## src/rtl/inst_fetch_stage.sv

```systemverilog
// PC generator and IF/ID pipeline register feeding a zero-latency instruction ROM.
// Optional accepted-fetch counter is built only when IF_FETCH_COUNT_EN is defined.
module inst_fetch_stage #(
  parameter int unsigned ADDR_WIDTH = 32,
  parameter int unsigned INST_WIDTH = 32,
  parameter logic [ADDR_WIDTH-1:0] RESET_PC = '0,
  parameter int unsigned PC_STEP = 4
) (
  input  logic                  clk,
  input  logic                  rst,
  input  logic                  i_stall,
  input  logic                  i_branchEnable,
  input  logic [ADDR_WIDTH-1:0] i_branchTarget,
  input  logic                  i_halt,
  input  logic [INST_WIDTH-1:0] i_romInst,
  output logic                  o_romEnable,
  output logic [ADDR_WIDTH-1:0] o_romAddr,
  output logic [ADDR_WIDTH-1:0] o_idPc,
  output logic [INST_WIDTH-1:0] o_idInst,
  output logic                  o_idValid,
  output logic [31:0]           o_fetchCount
);

  typedef enum logic [1:0] {
    S_BOOT,
    S_RUN,
    S_HALT
  } state_t;

  state_t                state_q, state_d;
  logic [ADDR_WIDTH-1:0] pc_q, pc_d;
  logic [ADDR_WIDTH-1:0] id_pc_q, id_pc_d;
  logic [INST_WIDTH-1:0] id_inst_q, id_inst_d;
  logic                  id_valid_q, id_valid_d;
  logic                  load_valid;

  always_ff @(posedge clk or negedge rst) begin
    if (!rst) begin
      state_q    <= S_BOOT;
      pc_q       <= RESET_PC;
      id_pc_q    <= '0;
      id_inst_q  <= '0;
      id_valid_q <= 1'b0;
    end else begin
      state_q    <= state_d;
      pc_q       <= pc_d;
      id_pc_q    <= id_pc_d;
      id_inst_q  <= id_inst_d;
      id_valid_q <= id_valid_d;
    end
  end

  // State transitions are independent of branch/stall priority.
  always_comb begin
    state_d = state_q;
    case (state_q)
      S_BOOT:  state_d = S_RUN;
      S_RUN:   if (i_halt) state_d = S_HALT;
      S_HALT:  if (!i_halt) state_d = S_RUN;
      default: state_d = S_BOOT;
    endcase
  end

  always_comb begin
    pc_d       = pc_q;
    id_pc_d    = id_pc_q;
    id_inst_d  = id_inst_q;
    id_valid_d = id_valid_q;
    load_valid = 1'b0;
    if (i_branchEnable) begin
      pc_d       = {i_branchTarget[ADDR_WIDTH-1:2], 2'b00};
      id_pc_d    = '0;
      id_inst_d  = '0;
      id_valid_d = 1'b0;
    end else if (i_stall) begin
      pc_d = pc_q;
    end else if (state_q == S_RUN && !i_halt) begin
      id_pc_d    = pc_q;
      id_inst_d  = i_romInst;
      id_valid_d = 1'b1;
      load_valid = 1'b1;
      pc_d       = pc_q + ADDR_WIDTH'(PC_STEP);
    end else begin
      id_pc_d    = '0;
      id_inst_d  = '0;
      id_valid_d = 1'b0;
    end
  end

  assign o_romEnable = (state_q == S_RUN);
  assign o_romAddr   = pc_q;
  assign o_idPc      = id_pc_q;
  assign o_idInst    = id_inst_q;
  assign o_idValid   = id_valid_q;

`ifdef IF_FETCH_COUNT_EN
  logic [31:0] fetch_cnt_q;

  always_ff @(posedge clk or negedge rst) begin
    if (!rst) begin
      fetch_cnt_q <= '0;
    end else if (load_valid) begin
      fetch_cnt_q <= fetch_cnt_q + 32'd1;
    end
  end

  assign o_fetchCount = fetch_cnt_q;
`else
  logic unused_load_valid;
  assign unused_load_valid = load_valid;
  assign o_fetchCount      = '0;
`endif

endmodule

```

## config.mk

```make
export PLATFORM = sky130hd
export DESIGN_NAME = inst_fetch_stage
export DESIGN_NICKNAME = d
export VERILOG_FILES = /design/src/rtl/inst_fetch_stage.sv
export SDC_FILE = /design/constraint.sdc
export NUM_CORES = 1
export LEC_CHECK = 0
export ABC_AREA = 1
export CORE_AREA = 2 2 105 107
export CTS_CLUSTER_DIAMETER = 60
export DETAILED_ROUTE_END_ITERATION = 7
export DIE_AREA = 0 0 107 109
export GPL_ROUTABILITY_DRIVEN = 0
export PLACE_DENSITY_LB_ADDON = 0.12
export SYNTH_ARGS = -nofsm -noshare
export SYNTH_HDL_FRONTEND = slang
export SYNTH_SLANG_ARGS = --single-unit
```

## constraint.sdc

```tcl
create_clock -name clk -period 3.4 [get_ports clk]
set_clock_uncertainty 0.05 [all_clocks]
set_input_delay 1.02 -clock clk [delete_from_list [all_inputs] [get_ports clk]]
set_output_delay 1.02 -clock clk [all_outputs]
set_load 0.02 [all_outputs]
```

==> results_dict.tcl, run 1 <==
set metrics [dict create \
    status "complete, no violations" \
    start_util_pct 45.98 \
    cts_setup_buffers 0 \
    holdBufCountCts 0 \
    synthCells 570 \
    max_cap_violations 0 \
    r2r_slack_ps 1520 \
    power_leakage_uw 0.003004 \
    totalWireLength_um 13470 \
    grt_pass1_vias 4447 \
    finalPower_uw 3218 \
    cts_made_buffers 9 \
    numClockSinks 96 \
    layout.area.seq_sq_um 2402 \
    relSlewSlack_pct 50.73 \
    cp.arrival_ps 1600 \
    design.core.area_sq_um 10600 \
    rows 38 \
    cpPeakStageDelay_ps 620 \
    async_flop_share_pct 100.0 \
    path_class "flip-flop to primary output" \
    fp.dieH_um 109 \
    avgSynthCellArea_sq_um 8.552 \
    clockPowerShare_pct 27.8 \
    finalCritPeriodShare_pct 78.41 \
    fin_ws_ps 733.9 \
    ys_warn_count 0 \
    slew_viol_final 0 \
    seq_area_frac_synth_pct 49.28 \
    placed_area_sq_um 6464 \
    powerDensity_nw_per_um2 480.0 \
    portBuffers 162 \
    min_to "o_idPc[12]" \
    hold_depth 2 \
    clk_latency_ps 360 \
    grt_max_degree 72 \
    setup_tns_ps 0 \
    drive_above_1_share_pct 6.207 \
    wl_per_cell_um 15.57 \
    cp_slowest_cell "clkdlybuf4s50_1" \
    power_switching_uw 1071 \
    rr_endpoint "o_romAddr[28]" \
    h-tree-depth 3 \
    cts_tree "built" \
    synth-edff-count 0 \
    finalCriticalPeriod_ps 2666 \
    combinationalPowerShare_pct 29.0 \
    via_per_inst 5.236 \
    first_pass_iters 5 \
    path_cells "inv_1 > nand2_1 > inv_2 > clkdlybuf4s50_1" \
    peakVddDrop_uv 307.9 \
    place_hpwl_um 9406 \
    cts-resized-gates 0 \
    grt_pass1_wl_um 21360 \
    final_nets 790 \
    die-area_sq_um 11660 \
    fp.dieW_um 107 \
    crit_path_end_kind "primary output" \
    hp-class "flip-flop to flip-flop" \
    vias 4529 \
    worstReg2RegStart "o_romAddr[3]" \
    drc 0 \
    dp_slack_ps 476.6 \
    crit_fanout 3 \
    synthToLayoutAreaGrowth_pct 37.55 \
    netSwitchingFraction_pct 33.27 \
    cts.reportedPaths.clkPinSlew_ps 100 \
    hold_start "o_idPc[12]" \
    postRouteAntennaNets 0 \
    synthFlopType "dfrtp_1" \
    worst_slew_pin_slew_ps 739.1 \
    multi_input_area_sq_um 2007 \
    fmax_mhz 375.1 \
    cts_max_path_buffers 2 \
    rsz0062_at_grt "false" \
    track_usage_pct 23.45 \
    seqPwrFrac_pct 43.3 \
    final_hold_viol_count 0 \
    internal_power_uw 2148 \
    synth_seq_cells 96 \
    cts_root_buf "clkbuf_8" \
    fill_cells 942 \
    setup_viol 0 \
    drt_iter0_drc 218 \
    antenna_found_initial 0 \
    stdcell_area_sq_um 6705 \
    ios 199 \
    worstRegToRegCells 10 \
    synth_cell_types 34 \
    crit_required_ps 2330 \
    num_antenna_cells 0 \
    startpoint_type "flip-flop" \
    grt_remaining_overflow 0 \
    synth_area_sq_um 4875 \
]
[power by group through the flow]
stage / Sequential (uW) / Clock [uW] / Combinational [uW]
floorplan: 1520 / 0 / 398
global placement: 1400 / 0 / 920
detailed placement: 1410 / 0 / 934
CTS: 1390 / 919 / 938
global route: 1410 / 955 / 1010
finish: 1390 / 894 / 932
[layer usage]
| layer | part of all wire [%] | GRT usage [%] | vias up |
|---|---|---|---|
| li1 | - | - | 2142 |
| met4 | 2.4 | 10.76 | 0 |
| met3 | 8.7 | 6.575 | 25 |
| met5 | 0 | 0 | - |
| met2 | 48 | 37.99 | 200 |
| met1 | 41 | 29.34 | 2162 |
[flip-flops by register name (all words and copies together) (netlist names)]
register and count:
o_romAddr 30, o_idInst 32, o_idPc 31, state_q 2
o_idValid 1
[synth_stat cells, types with 2 or more instances]
cell	number	share of area, %
a32o_1	34	7.0
o21ai_0	34	3.5
inv_1	45	3.5
buf_4	37	5.7
nand3_1	61	6.3
a31o_2	2	0.36
o21ai_1	4	0.41
buf_1	5	0.39
nand2_2	3	0.39
buf_2	10	1.0
nand3b_1	3	0.46
nand4_1	8	1.0
nor2_2	4	0.51
a31oi_1	2	0.26
nor2_1	49	3.8
xor2_1	4	0.72
clkbuf_1	11	0.85
a21oi_1	11	1.1
o21bai_1	2	0.31
nor2_4	4	0.92
nand2_1	120	9.2
dfrtp_1	96	49
o211ai_1	7	1.1
o22ai_1	2	0.26
inv_2	3	0.23
[worst max-delay path by stage]
| stage | start | to | cells past startpoint |
|---|---|---|---|
| finish | state_q[1] | o_romEnable | 4 |
| global route | state_q[1] | o_romEnable | 4 |
| CTS | state_q[1] | o_romEnable | 4 |
| detailed placement | i_halt | o_idPc[22] | 7 |
| global placement | i_halt | o_idPc[31] | 7 |
| floorplan | i_halt | o_romAddr[16] | 9 |
[area by class of cell]
class,instances,area share [%]
tap,140,2.612
multi-input combinational,393,29.93
inverter,49,2.762
clock buffer,9,1.847
sequential,96,35.83
timing repair buffer,171,25.27
clock inverter,7,1.754
[through the flow]
stage | std cells | utilization (%) | hold WS (ps)
after global routing | 865 | 63.24 | 498.8
after CTS | 865 | 63.24 | 478.1
after global placement | 849 | 60.96 | 430.0
after floorplan | 603 | - | 414.4
final | 865 | 63.24 | 470.7
after detailed placement | 849 | 60.96 | 453.7
[cell usage in the layout (no fill, tap or decap), drive strengths merged, types with 7 or more instances in the layout]
cell | netlist | final
inv | 48 | 49
o211ai | 7 | 7
clkbuf | 12 | 9
nand2 | 123 | 123
o21ai | 38 | 38
dfrtp | 96 | 96
conb | 1 | 34
buf | 53 | 11
a32o | 34 | 34
nand4 | 8 | 8
a21oi | 11 | 11
nor2 | 57 | 57
nand3 | 62 | 62
clkdlybuf4s50 | 0 | 160
[kinds of logic after synthesis]
group	Yosys count	synth area share (%)
other	1	0.07693
XOR/XNOR	4	0.7186
buffers and inverters	114	12.09
AND/OR/NAND/NOR	256	23.31
flip-flops	96	49.28
adder cells (fa/ha/maj)	1	0.2566
AO/OA/AOI/OAI	98	14.27
[critical path: cells and delay by family, from the launching register on]
family                 cells  cell delay [ps]
buffers and inverters      3              770
DFF                        1              390
and+or+nand+nor            1               80
No activity file was read; power rests on OpenSTA's default activity.
==> run 2: changes to the inputs <==
--- a/config.mk
+++ b/config.mk
@@ -6,10 +6,10 @@
 export NUM_CORES = 1
 export LEC_CHECK = 0
 export ABC_AREA = 1
-export CORE_AREA = 2 2 105 107
+export CORE_AREA = 2 2 115 117
 export CTS_CLUSTER_DIAMETER = 60
 export DETAILED_ROUTE_END_ITERATION = 7
-export DIE_AREA = 0 0 107 109
+export DIE_AREA = 0 0 117 119
 export GPL_ROUTABILITY_DRIVEN = 0
 export PLACE_DENSITY_LB_ADDON = 0.12
 export SYNTH_ARGS = -nofsm -noshare
==> constraint.sdc (replaced) <==
create_clock -name clk -period 2.3 [get_ports clk]
set_clock_uncertainty 0.05 [all_clocks]
set_input_delay 0.69 -clock clk [delete_from_list [all_inputs] [get_ports clk]]
set_output_delay 0.69 -clock clk [all_outputs]
set_load 0.02 [all_outputs]
==> run 2 against run 1 <==
Compared with the run above:
- critical path type unchanged
- sequential share of layout area down 1.2 points
- combinational power up 51%
- global-route usage down 2.6 points
- non-clock buffer count up 10
- final cell count up 5.3%
- register-to-register slack worse by 1100 ps
- setup slack worse by 630 ps
- routed wire length up 3.3%
==> results_dict.tcl, run 2 (same netlist as run 1, synthesis figures left out) <==
set metrics [dict create \
    startpoint_type "flip-flop" \
    grt_remaining_overflow 0 \
    drt_iter0_drc 263 \
    worstReg2RegStart "o_romAddr[3]" \
    track_usage_pct 20.81 \
    postRouteAntennaNets 0 \
    finalCritPeriodShare_pct 95.56 \
    slew_viol_final 0 \
    powerDensity_nw_per_um2 719.6 \
    grt_max_degree 65 \
    clk_latency_ps 340 \
    path_class "flip-flop to primary output" \
    num_antenna_cells 0 \
    numClockSinks 96 \
    cp_top_family "buffers and inverters" \
    portBuffers 162 \
    rsz0062_at_grt "false" \
    cts_setup_buffers 0 \
    multi_input_area_sq_um 2007 \
    start_util_pct 37.86 \
    totalWireLength_um 13910 \
    mostFrequentLayoutCell "clkdlybuf4s50_1" \
    fill_cells 1235 \
    finalCriticalPeriod_ps 2198 \
    vias 4562 \
    rows 42 \
    crit_cells 1 \
    path_cells "clkdlybuf4s50_1" \
    grt_pass1_wl_um 22520 \
    final_nets 800 \
    cts_made_buffers 9 \
    relSlewSlack_pct 52.91 \
    die-area_sq_um 13920 \
    final_hold_viol_count 0 \
    setup_tns_ps 0 \
    synthToLayoutAreaGrowth_pct 42.22 \
    cp.arrival_ps 1460 \
    cp_slowest_cell "clkdlybuf4s50_1" \
    hp-class "primary input to asynchronous set/reset pin" \
    crit_path_end_kind "primary output" \
    rr_endpoint "o_romAddr[28]" \
    drive_above_1_share_pct 7.211 \
    cts.reportedPaths.clkPinSlew_ps 60 \
    crit_required_ps 1560 \
    worstRegToRegCells 10 \
    holdWs_ps 261.8 \
    endpoint "o_romAddr[15]" \
    crit_fanout 6 \
    r2r_slack_ps 410 \
    design.core.area_sq_um 12870 \
    stdcell_area_sq_um 6933 \
    dp_slack_ps 19.63 \
    largest_register_ffs 32 \
    fp.dieW_um 117 \
    layout_common_cells "clkdlybuf4s50_1 (159), nand2_1 (120), dfrtp_1 (96), nand3_1 (61), nor2_1 (49)" \
    grt_pass1_vias 4430 \
    drc 0 \
    fin_ws_ps 102.1 \
    place_hpwl_um 10270 \
    setup_viol 0 \
    wl_per_cell_um 15.26 \
    antenna_found_initial 0 \
    cts_max_path_buffers 2 \
    power_leakage_uw 0.003098 \
    first_pass_iters 4 \
    peakVddDrop_uv 303.0 \
    via_per_inst 5.008 \
    crit_start "o_romAddr[15]" \
    layout.area.seq_sq_um 2402 \
    status "complete, no violations" \
    cts_root_buf "clkbuf_16" \
    ios 199 \
    worst_slew_pin_slew_ps 706.4 \
    fmax_mhz 455.0 \
    fp.dieH_um 119 \
    max_cap_violations 0 \
    placed_area_sq_um 6634 \
    cts_tree "built" \
    h-tree-depth 3 \
    worst-path-buf-inv 1 \
    cpPeakStageDelay_ps 650 \
]
## run 2: cell count changes in the layout (fill, tap and decap cells not counted), moves of 2 or more
cell and delta:
buf_12 +4, bufinv_16 -2, clkbuf_8 -7, clkbuf_1 +2, clkbuf_16 +9, buf_4 +6
## run 2: worst min path at each step
stage / startpoint / end / cells past startpoint
6_report: rst / o_idInst[3] / 1
5_1_grt: rst / o_idInst[2] / 1
4_1_cts: rst / o_idInst[2] / 1
3_5_place_dp: o_idPc[8] / o_idPc[8] / 2
3_3_place_gp: state_q[0] / state_q[1] / 1
2_1_floorplan: rst / o_idInst[0] / 0
## run 2: area by class of cell
class,instances,area share [%]
multi-input combinational,393,28.95
tap,176,3.176
clock inverter,3,0.5775
inverter,49,2.671
sequential,96,34.65
timing repair buffer,181,26.22
clock buffer,13,3.754
## run 2: repair_timing
| action | in CTS | in global routing |
|---|---|---|
| setup endpoints to repair | 1 | 0 |
| gates resized for setup | 1 | 0 |
| hold buffers | 0 | 0 |
## run 2: report_power, final
group          internal [uW]  switching (uW)  leakage [uW]
sequential              1870             191       0.00126
combinational            612             801       0.00168
clock                    899             616      0.000150
## run 2: per-layer routing
metal / track usage (%) / wire length [um] / part of all wire, %
met1: 26.78 / 5737 / 41
met2: 32.48 / 6704 / 48
met3: 6.260 / 1127 / 8.1
met4: 8.676 / 335 / 2.4
met5: 0 / 0 / 0
## run 2: stage by stage
stage,util [%],std cells,power (uW)
finish,53.85,911,4989
global route,53.85,911,5272
CTS,53.85,911,5062
detailed placement,51.53,895,3520
global placement,51.53,895,3491
floorplan,-,603,2836
